--- src/rtl/conv2_sched.sv ---
// conv2_sched: frame scheduler for the conv2 stage. Counts raster pixels, flags complete
// KxK windows, tags calc results with output-map coordinates and guards the drain phase.
module conv2_sched #(
    parameter int IMG_W    = 12,
    parameter int IMG_H    = 12,
    parameter int K        = 5,
    parameter int CALC_LAT = 8,
    parameter int TMO      = 16
) (
    input  logic       clk,
    input  logic       rst_n,
    input  logic       start,
    input  logic       in_valid,
    output logic       in_ready,
    output logic       win_valid,
    input  logic       calc_valid,
    output logic       out_valid,
    output logic [3:0] out_x,
    output logic [3:0] out_y,
    output logic       out_last,
    output logic       busy,
    output logic       done,
    output logic [1:0] err
);

    localparam int OUT_W = IMG_W - K + 1;
    localparam int OUT_H = IMG_H - K + 1;
    localparam int TOTAL = OUT_W * OUT_H;

    localparam int CW = $clog2(IMG_W);
    localparam int RW = $clog2(IMG_H + 1);
    localparam int NW = $clog2(TOTAL + 1);
    localparam int XW = $clog2(OUT_W + 1);
    localparam int YW = $clog2(OUT_H + 1);
    localparam int TW = $clog2(TMO + 1);

    localparam logic [CW-1:0] COL_LAST = CW'(IMG_W - 1);
    localparam logic [CW-1:0] COL_WIN  = CW'(K - 1);
    localparam logic [RW-1:0] ROW_LAST = RW'(IMG_H - 1);
    localparam logic [RW-1:0] ROW_WIN  = RW'(K - 1);
    localparam logic [NW-1:0] RES_TOT  = NW'(TOTAL);
    localparam logic [NW-1:0] RES_LAST = NW'(TOTAL - 1);
    localparam logic [XW-1:0] X_LAST   = XW'(OUT_W - 1);
    localparam logic [TW-1:0] WD_LAST  = TW'(TMO - 1);

    // The watchdog must outlast one calc pipeline flight or a healthy drain would time out.
    if (TMO <= CALC_LAT) begin : g_tmo_chk
        $error("conv2_sched: TMO must exceed CALC_LAT");
    end

    typedef enum logic [1:0] {
        S_IDLE  = 2'd0,
        S_FILL  = 2'd1,
        S_DRAIN = 2'd2,
        S_DONE  = 2'd3
    } state_e;

    state_e        state_q;
    logic [CW-1:0] col_q;
    logic [RW-1:0] row_q;
    logic [NW-1:0] win_cnt_q;
    logic [NW-1:0] res_cnt_q;
    logic [XW-1:0] res_x_q;
    logic [YW-1:0] res_y_q;
    logic [TW-1:0] wdog_q;

    logic          in_ready_q;
    logic          win_valid_q;
    logic          out_valid_q;
    logic [3:0]    out_x_q;
    logic [3:0]    out_y_q;
    logic          out_last_q;
    logic          busy_q;
    logic          done_q;
    logic [1:0]    err_q;

    logic          pix_acc;
    logic          pix_last;
    logic          win_hit;
    logic          live;
    logic          res_acc;
    logic          res_bad;
    logic [NW-1:0] res_cnt_d;

    always_comb begin
        pix_acc   = in_valid && in_ready_q;
        pix_last  = pix_acc && (row_q == ROW_LAST) && (col_q == COL_LAST);
        win_hit   = pix_acc && (row_q >= ROW_WIN) && (col_q >= COL_WIN);
        live      = (state_q == S_FILL) || (state_q == S_DRAIN);
        // Results beyond the frame total are errors, never extra outputs.
        res_acc   = calc_valid && live && (res_cnt_q != RES_TOT);
        res_bad   = calc_valid && !res_acc;
        res_cnt_d = res_cnt_q + {{(NW-1){1'b0}}, res_acc};
    end

    always_ff @(posedge clk) begin
        if (!rst_n) begin
            state_q     <= S_IDLE;
            col_q       <= '0;
            row_q       <= '0;
            win_cnt_q   <= '0;
            res_cnt_q   <= '0;
            res_x_q     <= '0;
            res_y_q     <= '0;
            wdog_q      <= '0;
            in_ready_q  <= 1'b0;
            win_valid_q <= 1'b0;
            out_valid_q <= 1'b0;
            out_x_q     <= '0;
            out_y_q     <= '0;
            out_last_q  <= 1'b0;
            busy_q      <= 1'b0;
            done_q      <= 1'b0;
            err_q       <= '0;
        end else begin
            win_valid_q <= win_hit;
            out_valid_q <= res_acc;
            done_q      <= 1'b0;
            res_cnt_q   <= res_cnt_d;

            if (res_acc) begin
                out_x_q    <= 4'(res_x_q);
                out_y_q    <= 4'(res_y_q);
                out_last_q <= (res_cnt_q == RES_LAST);
                if (res_x_q == X_LAST) begin
                    res_x_q <= '0;
                    res_y_q <= res_y_q + 1'b1;
                end else begin
                    res_x_q <= res_x_q + 1'b1;
                end
            end else begin
                out_x_q    <= '0;
                out_y_q    <= '0;
                out_last_q <= 1'b0;
            end

            if (res_bad) begin
                err_q[0] <= 1'b1;
            end

            case (state_q)
                S_IDLE: begin
                    if (start) begin
                        state_q    <= S_FILL;
                        in_ready_q <= 1'b1;
                        busy_q     <= 1'b1;
                        col_q      <= '0;
                        row_q      <= '0;
                        win_cnt_q  <= '0;
                        res_cnt_q  <= '0;
                        res_x_q    <= '0;
                        res_y_q    <= '0;
                        wdog_q     <= '0;
                        err_q      <= '0;
                    end
                end
                S_FILL: begin
                    if (pix_acc) begin
                        if (col_q == COL_LAST) begin
                            col_q <= '0;
                            row_q <= row_q + 1'b1;
                        end else begin
                            col_q <= col_q + 1'b1;
                        end
                    end
                    if (win_hit) begin
                        win_cnt_q <= win_cnt_q + 1'b1;
                    end
                    if (pix_last) begin
                        state_q    <= S_DRAIN;
                        in_ready_q <= 1'b0;
                        wdog_q     <= '0;
                    end
                end
                S_DRAIN: begin
                    if (res_cnt_d == RES_TOT) begin
                        state_q <= S_DONE;
                        done_q  <= 1'b1;
                    end else if (calc_valid) begin
                        wdog_q <= '0;
                    end else if (wdog_q == WD_LAST) begin
                        state_q  <= S_DONE;
                        done_q   <= 1'b1;
                        err_q[1] <= 1'b1;
                    end else begin
                        wdog_q <= wdog_q + 1'b1;
                    end
                end
                S_DONE: begin
                    state_q <= S_IDLE;
                    busy_q  <= 1'b0;
                end
                default: begin
                    state_q    <= S_IDLE;
                    in_ready_q <= 1'b0;
                    busy_q     <= 1'b0;
                end
            endcase
        end
    end

    assign in_ready  = in_ready_q;
    assign win_valid = win_valid_q;
    assign out_valid = out_valid_q;
    assign out_x     = out_x_q;
    assign out_y     = out_y_q;
    assign out_last  = out_last_q;
    assign busy      = busy_q;
    assign done      = done_q;
    assign err       = err_q;

endmodule

--- config.mk ---
export PLATFORM = sky130hd
export DESIGN_NAME = conv2_sched
export DESIGN_NICKNAME = d
export VERILOG_FILES = /design/src/rtl/conv2_sched.sv
export SDC_FILE = /design/constraint.sdc
export NUM_CORES = 1
export LEC_CHECK = 0
export CAP_MARGIN = 20
export CELL_PAD_IN_SITES_DETAIL_PLACEMENT = 0
export CELL_PAD_IN_SITES_GLOBAL_PLACEMENT = 1
export CORE_UTILIZATION = 47
export CTS_CLUSTER_DIAMETER = 100
export DETAILED_ROUTE_END_ITERATION = 10
export PLACE_DENSITY_LB_ADDON = 0.1
export SLEW_MARGIN = 20
export SYNTH_ARGS = -nofsm -noshare
export SYNTH_HDL_FRONTEND = slang
export SYNTH_SLANG_ARGS = --single-unit
--- constraint.sdc ---
create_clock -name clk -period 4.1 [get_ports clk]
set_input_delay 0.82 -clock clk [delete_from_list [all_inputs] [get_ports clk]]
set_output_delay 0.82 -clock clk [all_outputs]
set_load 0.005 [all_outputs]
[Word-level counts from Yosys, hierarchy flattened]
Cells that the tools add are included.
W data, S select, Z words.
Storage, ports and cells
  output and inout bits: 16
  word-level logic and storage cells: 112
  bits of input ports: 5
  register bits after elaboration: 46
Operators by class
  magnitude comparators: 2
  equality and inequality tests: 20
  reduce and logical (&&, ||, !) cells: 24
  $add $sub $neg: 6
  muxes and demuxes: 43
Operator list (number)
  $mux W4: 13
  $mux W5: 5
  $add A4 B1 Y4 const B: 4
  $pmux W4 S2: 2
  $pmux W5 S3: 1
  $mux W7: 2
  $mux W2: 6
  $mux W1: 10
  $ne A2 B2 Y1 const B: 5
  $reduce_and A5 Y1: 2
  $eq A4 B4 Y1 const B: 2
  $ge A4 B3 Y1 const B: 2
  $logic_and A1 B1 Y1: 8
  $pmux W2 S4: 1
  $reduce_and A4 Y1: 2
  $add A7 B1 Y7: 1
  $eq A7 B6 Y1 const B: 1
  $eq A7 B7 Y1 const B: 1
  $ne A7 B7 Y1 const B: 1
  $pmux W1 S2: 3
  $reduce_and A2 Y1: 3
  $reduce_and A3 Y1: 2
  $reduce_bool A2 Y1: 3
  $add A5 B1 Y5 const B: 1
  other kinds (12): 14

[Depth between registers and ports, before layout]
Gate-level depths: netlist of run 1.
  depth in word-level cells: 9
  gate-level depth with buffers: 11
  gate-level depth less buffers: 10

[Worst setup path after synthesis of run 1]
Ideal clock, no wire load.
  path kind: input to register
  from: in calc_valid
  to: reg state_q[0]
  stages: 9
  data required time: 4028 ps
  data arrival time: 2496 ps
  slack: 1532 ps
  setup time: 72 ps
  buffers on the path: 1
  cell sequence: nand2_1 -> a21oi_1 -> buf_2 -> ha_1 -> nor4bb_1 -> mux2_2 -> o21ai_2 -> a31oi_4 -> mux2i_1
Between the ends
  cells in the longest elaborated chain, start to end: 6
  elaborated cells between the ends (all ways): 9
  classes of those cells: 1 x add/sub; 3 x eq/ne; 2 x mux; 3 x reduce/logical
RTL lines
  start: declaration: RTL line 16  | input logic calc_valid,
  $logic_and A1 B1 Y1 * (2 in a row): RTL line 91  | res_acc = calc_valid && live && (res_cnt_q != RES_TOT);
  named net res_acc: RTL line 81  | logic res_acc;
  $add A7 B1 Y7 *: RTL line 93  | res_cnt_d = res_cnt_q + {{(NW-1){1'b0}}, res_acc};
  $eq A7 B7 Y1 *: RTL line 176  | if (res_cnt_d == RES_TOT) begin
  $ne A3 B1 Y1 (no line) (tied with other cells)
  $reduce_and A4 Y1 (no line) / $pmux W2 S4 (equally long branches)
  end signal: assignment: RTL line 98  | state_q <= S_IDLE;
  end signal: assignment: RTL line 177  | state_q <= S_DONE;
  end signal: assignment: RTL line 182  | state_q <= S_DONE;
  end: declaration: RTL line 58  | state_e state_q;
The timed path passes the listed nets; every way through them passes the cells marked *.
A chain may end at the register's enable or synchronous reset.

[Worst setup path in the final report of run 1]
  from: in calc_valid
  to: reg state_q[0]
Between the ends
  cells in the longest elaborated chain, start to end: 6
  elaborated cells between the ends (all ways): 9
  classes of those cells: 1 x add/sub; 3 x eq/ne; 2 x mux; 3 x reduce/logical
RTL lines (RTL line)
  $logic_and A1 B1 Y1 (2 in a row): 91
  $add A7 B1 Y7: 93
  $eq A7 B7 Y1: 176
  $ne A3 B1 Y1 (no line) (tied with other cells)
  $reduce_and A4 Y1 (no line) / $pmux W2 S4 (equally long branches)
Several ways; a longest one is shown, not always the timed one.

==> impl_metrics.env, run 1 <==
export IMPL_status="finished with violations"
export IMPL_violations="design-rule violations"
export IMPL_ys_types=47
export IMPL_crit_slowest_cell="clkdlybuf4s50_1"
export IMPL_rsz0062_at_grt="no"
export IMPL_setup_slack_ps=1271
export IMPL_irDropWorstVdd_uv=224.9
export IMPL_die_area_sq_um=4966
export IMPL_cp_num_buf_inv=1
export IMPL_via_count=1632
export IMPL_ant_nets=0
export IMPL_cts_setup_buffers=0
export IMPL_relSlewSlack_pct=64.18
export IMPL_routed_wire_length_per_instance_um=12.92
export IMPL_crit_family="buffers and inverters"
export IMPL_grt_ovfl_total=0
export IMPL_insertion_delay_ps=300
export IMPL_fin_area_sq_um=2521
export IMPL_start_util_pct=49.58
export IMPL_end_kind="flip-flop"
export IMPL_clock_sinks=46
export IMPL_grt_pass1_wl_mm=7.210
export IMPL_fin_total_pwr_mw=1.187
export IMPL_ys_warn_count=0
export IMPL_antenna_found_initial=0
export IMPL_first_iter_violations=57
export IMPL_cp_required_ps=4330
export IMPL_portBuffers=20
export IMPL_area_delta_synth_final_pct=14.42
export IMPL_grt_pass1_vias=1579
export IMPL_critPathMaxFanout=6
export IMPL_cts_made_buffers=5
export IMPL_grt_usage_pct=18.55
export IMPL_worst_setup_path_type="in2reg"
export IMPL_final_cells=311
export IMPL_gp_congestion=0.8274
export IMPL_hold_class="reg2reg"
export IMPL_synth_fp_nets=255
export IMPL_crit_path_start_kind="primary input"
export IMPL_grt_max_degree=16
export IMPL_ys_seq_area_share_pct=41.79
export IMPL_finalCritPeriodShare_pct=69.00
export IMPL_finalHoldViolations=0
export IMPL_cts_max_level=2
export IMPL_hold_ws_ps=463.1
export IMPL_arrival_ps=3060
export IMPL_clock_path_buffers=2
export IMPL_core_rowCount=24
export IMPL_diodes=0
export IMPL_slowest_delay_ps=550
export IMPL_drv_slew=0
export IMPL_fin_crit_ps=2829
export IMPL_cts_resized_gates=0
export IMPL_die_x_um=70.47
export IMPL_core_sq_um=4444
export IMPL_placed_area_sq_um=2435
export IMPL_path_cells="clkdlybuf4s50_1 -> nand2_1 -> a21oi_1 -> ha_1 -> nor4bb_1 -> mux2_2 -> o21ai_2 -> a31oi_4 -> mux2i_1"
export IMPL_nNetsFinal=275
export IMPL_ios=21
export IMPL_syn_inst=238
export IMPL_fmax_ghz=0.3535
export IMPL_drtPass1Iterations=7
export IMPL_timing_worst_slew_pin_value_ps=535.9
export IMPL_finalSetupTns_ps=0
export IMPL_via_per_inst=5.248
export IMPL_finalSetupViolCount=0
export IMPL_finalClockSkew_ps=5.471
export IMPL_pre_cts_ws_ps=947.7
export IMPL_cts_tree="done"
export IMPL_route_detailed_drc=2
export IMPL_hpwl_mm=2.923
export IMPL_postCtsHoldBufs=0
export IMPL_drive_gt1_share_pct=8.880
export IMPL_synth_area_sq_um=2203
export IMPL_p_leak_nw=0.9750
export IMPL_cap_violations=0
export IMPL_final_util_pct=56.73
export IMPL_root_buffer="clkbuf_8"
export IMPL_clk_pin_slew_ps=90
export IMPL_powerDensity_nw_per_um2=471.0
export IMPL_avgSynthCellArea_sq_um=9.258
export IMPL_die_y_um=70.47
export IMPL_post_place_cells=303
export IMPL_ys_seq_elements=46
export IMPL_wl_mm=4.018
[report_power, final]
part	switching [mW]	total, mW	internal [mW]
registers	0.0323	0.517	0.485
logic	0.231	0.399	0.168
clock network	0.151	0.271	0.120
[cell families (layout without fill, tap and decap cells)]
family                   count (synthesis)  in the layout  synth area share, %
flip-flops                              46             46                41.79
AO/OA/AOI/OAI                           28             28                11.53
AND/OR/NAND/NOR                        111            111                26.18
multiplexers                             9              9                4.145
buffers and inverters                   17             38                3.577
adder cells (fa/ha/maj)                 12             12                6.814
XOR/XNOR                                15             15                5.963
[worst min-delay path, cell delays in order, from the launching register on]
cell     delay [ps]
dfxtp_1         320
nand2_1          50
mux2i_1          50
[cell type report]
cell class              count  area (sq um)
well taps                  52         65.06
clock buffers               6         72.57
clock inverters             2         13.76
repair buffers             22         215.2
flip-flops and latches     46         920.9
multi-input cells         175          1204
inverters                   8         30.03
fillers                   423          1923
[routing by layer]
metal	routed length (um)	global-route usage [%]	vias up
met3	127	5.339	6
met5	0	0	-
met1	2067	24.82	750
met4	59	6.122	0
li1	-	-	861
met2	1764	28.59	15
[sequential cells by signal, summed over array words and instances, names as in the netlist]
name       cells
busy           1
col_q          4
done           1
err            2
in_ready       1
out_last       1
out_valid      1
out_x          4
out_y          4
res_cnt_q      7
res_x_q        4
res_y_q        4
row_q          4
state_q        2
wdog_q         5
win_valid      1
[worst paths after layout]
kind	slack, ps	cells after the start	start	endpoint
max	1270	9	calc_valid	state_q[0]
min	460	2	wdog_q[4]	wdog_q[4]
max reg2reg	1560	10	state_q[0]	state_q[0]
min reg2reg	460	2	wdog_q[4]	wdog_q[4]
[layout by cell type (no fill, tap or decap), types with 2 or more instances in the layout]
cell type        count
a21boi_0             4
a21oi_1              7
and2_1               2
and3_1               9
buf_4                2
clkbuf_8             5
clkdlybuf4s50_1     20
dfxtp_1             46
ha_1                12
inv_1                8
mux2i_1              8
nand2_1             31
nand2b_1             5
nand3_1              8
nand4_1              6
nor2_1              28
nor2b_1              3
nor3_1               4
nor4_1               2
o211ai_1             2
o21ai_0              4
o21ai_2              2
or3_1                2
xnor2_1              6
xor2_1               9
[synthesized netlist by cell type (all sizes together)]
cell type	n	share of area, %
a21oi	8	2.3
a2111oi	2	1.9
o41ai	1	0.74
o211ai	2	0.68
inv	8	1.4
o21ai	6	1.7
o221ai	1	0.68
mux2	1	0.51
clkbuf	4	0.68
or3	3	1.1
nand3b	2	1.2
mux2i	8	3.6
nand4b	1	0.40
nand2b	5	1.4
and4	1	0.40
nand2	31	5.3
a31oi	1	0.97
nor4	2	0.57
ha	12	6.8
a21boi	4	1.4
nand3	8	1.8
nor4bb	1	0.45
and2	2	0.57
nor3	5	1.4
nor2	29	5.1
nor4b	2	1.1
a22oi	1	0.34
xor2	9	3.6
nand4	6	1.7
buf	5	1.5
xnor2	6	2.4
nor2b	3	0.85
dfxtp	46	42
a211oi	1	0.34
and3	9	2.6
o211a	1	0.45
or4	1	0.34
(Power assumes the default switching activity.)
==> run 2, diff against run 1 <==
--- a/config.mk
+++ b/config.mk
@@ -8,7 +8,7 @@
 export CAP_MARGIN = 20
 export CELL_PAD_IN_SITES_DETAIL_PLACEMENT = 0
 export CELL_PAD_IN_SITES_GLOBAL_PLACEMENT = 1
-export CORE_UTILIZATION = 47
+export CORE_UTILIZATION = 43
 export CTS_CLUSTER_DIAMETER = 100
 export DETAILED_ROUTE_END_ITERATION = 10
 export PLACE_DENSITY_LB_ADDON = 0.1
==> constraint.sdc (replaced) <==
create_clock -name clk -period 2.95 [get_ports clk]
set_input_delay 0.59 -clock clk [delete_from_list [all_inputs] [get_ports clk]]
set_output_delay 0.59 -clock clk [all_outputs]
set_load 0.005 [all_outputs]
==> run 2 against run 1 <==
The flow now finishes without violations. Die area up 9.0%. Clock power rose by 49%. Non-clock buffer count is 2 higher. Global-route usage is 1.7 points lower. Highest routed layer unchanged. Worst hold slack got worse by 1.7 ps. Setup slack got worse by 830 ps. Critical endpoint is now state_q[1]. Largest cell class unchanged. Power is 42% higher. Design area up 1.5%. Clock skew grew 1.3 ps.
==> impl_metrics.env, run 2 (synthesis results as in run 1) <==
export IMPL_status="completed"
export IMPL_clock_sinks=46
export IMPL_finalSetupViolCount=0
export IMPL_grt_ovfl_total=0
export IMPL_start_util_pct=45.74
export IMPL_path_cells="nor4b_2 -> a21oi_1 -> buf_4 -> ha_1 -> nor4_1 -> o21ai_2 -> a31oi_4 -> mux2i_1"
export IMPL_fin_total_pwr_mw=1.683
export IMPL_finalClockSkew_ps=6.734
export IMPL_p_seq_share_pct=42.9
export IMPL_routed_wire_length_per_instance_um=12.64
export IMPL_antenna_found_initial=0
export IMPL_fillCellCount=480
export IMPL_route_detailed_drc=0
export IMPL_via_per_inst=4.942
export IMPL_p_switching_mw=0.5844
export IMPL_timing_worst_slew_pin_value_ps=538.8
export IMPL_p_int_mw=1.098
export IMPL_clock_path_buffers=2
export IMPL_startpoint="res_cnt_q[0]"
export IMPL_portBuffers=20
export IMPL_arrival_ps=2740
export IMPL_rsz0062_at_grt="no"
export IMPL_ios=21
export IMPL_postCtsHoldBufs=0
export IMPL_crit_slowest_cell="nor4b_2"
export IMPL_nNetsFinal=277
export IMPL_cts_setup_buffers=0
export IMPL_fmax_ghz=0.3992
export IMPL_worst_setup_path_type="reg2reg"
export IMPL_combPwrFrac_pct=33.1
export IMPL_crit_path_start_kind="flip-flop"
export IMPL_cts_max_level=2
export IMPL_gp_congestion=0.7591
export IMPL_grt_usage_pct=16.85
export IMPL_die_y_um=73.58
export IMPL_area_delta_synth_final_pct=16.18
export IMPL_powerDensity_nw_per_um2=657.4
export IMPL_regMostFlops="res_cnt_q"
export IMPL_drv_slew=0
export IMPL_cts_resized_gates=0
export IMPL_finalHoldViolations=0
export IMPL_wl_mm=4.146
export IMPL_critPathMaxFanout=13
export IMPL_root_buffer="clkbuf_8"
export IMPL_layout_common_cells="dfxtp_1 (46), nand2_1 (31), nor2_1 (28)"
export IMPL_insertion_delay_ps=300
export IMPL_ant_nets=0
export IMPL_netSwitchingFraction_pct=34.73
export IMPL_die_area_sq_um=5414
export IMPL_final_common_cell="dfxtp_1"
export IMPL_clock_power_share_pct=24.0
export IMPL_finalCritPeriodShare_pct=84.91
export IMPL_cap_violations=0
export IMPL_clk_pin_slew_ps=90
export IMPL_end_kind="flip-flop"
export IMPL_via_count=1621
export IMPL_grt_pass1_vias=1524
export IMPL_cp_required_ps=3180
export IMPL_cts_made_buffers=5
export IMPL_diodes=0
export IMPL_p_leak_nw=0.9877
export IMPL_drive_gt1_share_pct=9.579
export IMPL_die_x_um=73.58
export IMPL_reg2reg_from="res_cnt_q[0]"
export IMPL_relSlewSlack_pct=63.99
export IMPL_finalSetupTns_ps=0
export IMPL_core_sq_um=4817
export IMPL_hold_class="reg2reg"
export IMPL_drtPass1Iterations=4
export IMPL_top_regs="res_cnt_q (7), wdog_q (5)"
export IMPL_crit_family="simple AND/OR/NAND/NOR gates"
export IMPL_hp_start="wdog_q[4]"
export IMPL_grt_max_degree=17
export IMPL_core_rowCount=25
export IMPL_fin_crit_ps=2505
export IMPL_hpwl_mm=3.046
export IMPL_slowest_delay_ps=490
export IMPL_cts_tree="done"
export IMPL_grt_pass1_wl_mm=6.844
export IMPL_irDropWorstVdd_uv=338.7
export IMPL_largest_reg_flops=7
export IMPL_first_iter_violations=54
export IMPL_cp_num_buf_inv=1
==> run 2: cell count changes in the layout (fill, tap and decap cells not counted) <==
| cell | previous run | this run |
|---|---|---|
| buf_4 | 2 | 4 |
| clkbuf_8 | 5 | 6 |
| clkinv_4 | 1 | 0 |
==> run 2: per-layer routing <==
layer	routed length, um	vias up	share of wire [%]	track usage, %
met3	96	5	2.3	4.115
met1	2061	741	50	21.39
met4	42	0	1.0	5.983
met5	0	-	0	0
met2	1945	14	47	27.73
li1	-	861	-	-
==> run 2: path summary, 6_finish.rpt <==
path | end | slack, ps | cells after the start
setup reg to reg | state_q[1] | 450 | 8
setup / recovery | state_q[1] | 450 | 8
hold / removal | wdog_q[4] | 460 | 2
hold reg to reg | wdog_q[4] | 460 | 2
==> run 2: final cells by class <==
class                   count  area [sq um]  area share [%]
multi-input cells         175          1204           47.02
flip-flops and latches     46         920.9           35.97
repair buffers             24         230.2           8.993
clock buffers               7         86.33           3.372
well taps                  67         83.83           3.275
inverters                   8         30.03           1.173
clock inverters             1         5.005          0.1955
==> run 2: power by group through the flow <==
stage | registers (mW) | logic [mW] | clock network, mW
final | 0.722 | 0.557 | 0.404
after global routing | 0.730 | 0.626 | 0.451
after CTS | 0.723 | 0.565 | 0.417
after detailed placement | 0.737 | 0.561 | 0
after global placement | 0.737 | 0.564 | 0
after floorplan | 0.727 | 0.410 | 0
==> run 2: worst register-to-register path, stage by stage (launching register included) <==
cell and delay, ps:
dfxtp_1 370, nor4b_2 490, a21oi_1 170, buf_4 210, ha_1 230, nor4_1 360, o21ai_2 180, a31oi_4 240
mux2i_1 180
==> run 2: metrics by stage <==
step	instances	utilization (%)	worst slack, ps	hold slack [ps]	instance area, sq um
after global placement	320	51.25	127.7	445.6	2469
after detailed placement	320	51.25	175.3	455.6	2469
after CTS	328	53.14	437.3	467.3	2560
final	328	53.14	445.1	461.5	2560
after floorplan	238	-	457.0	434.7	2203
after global routing	328	53.14	216.9	518.2	2560
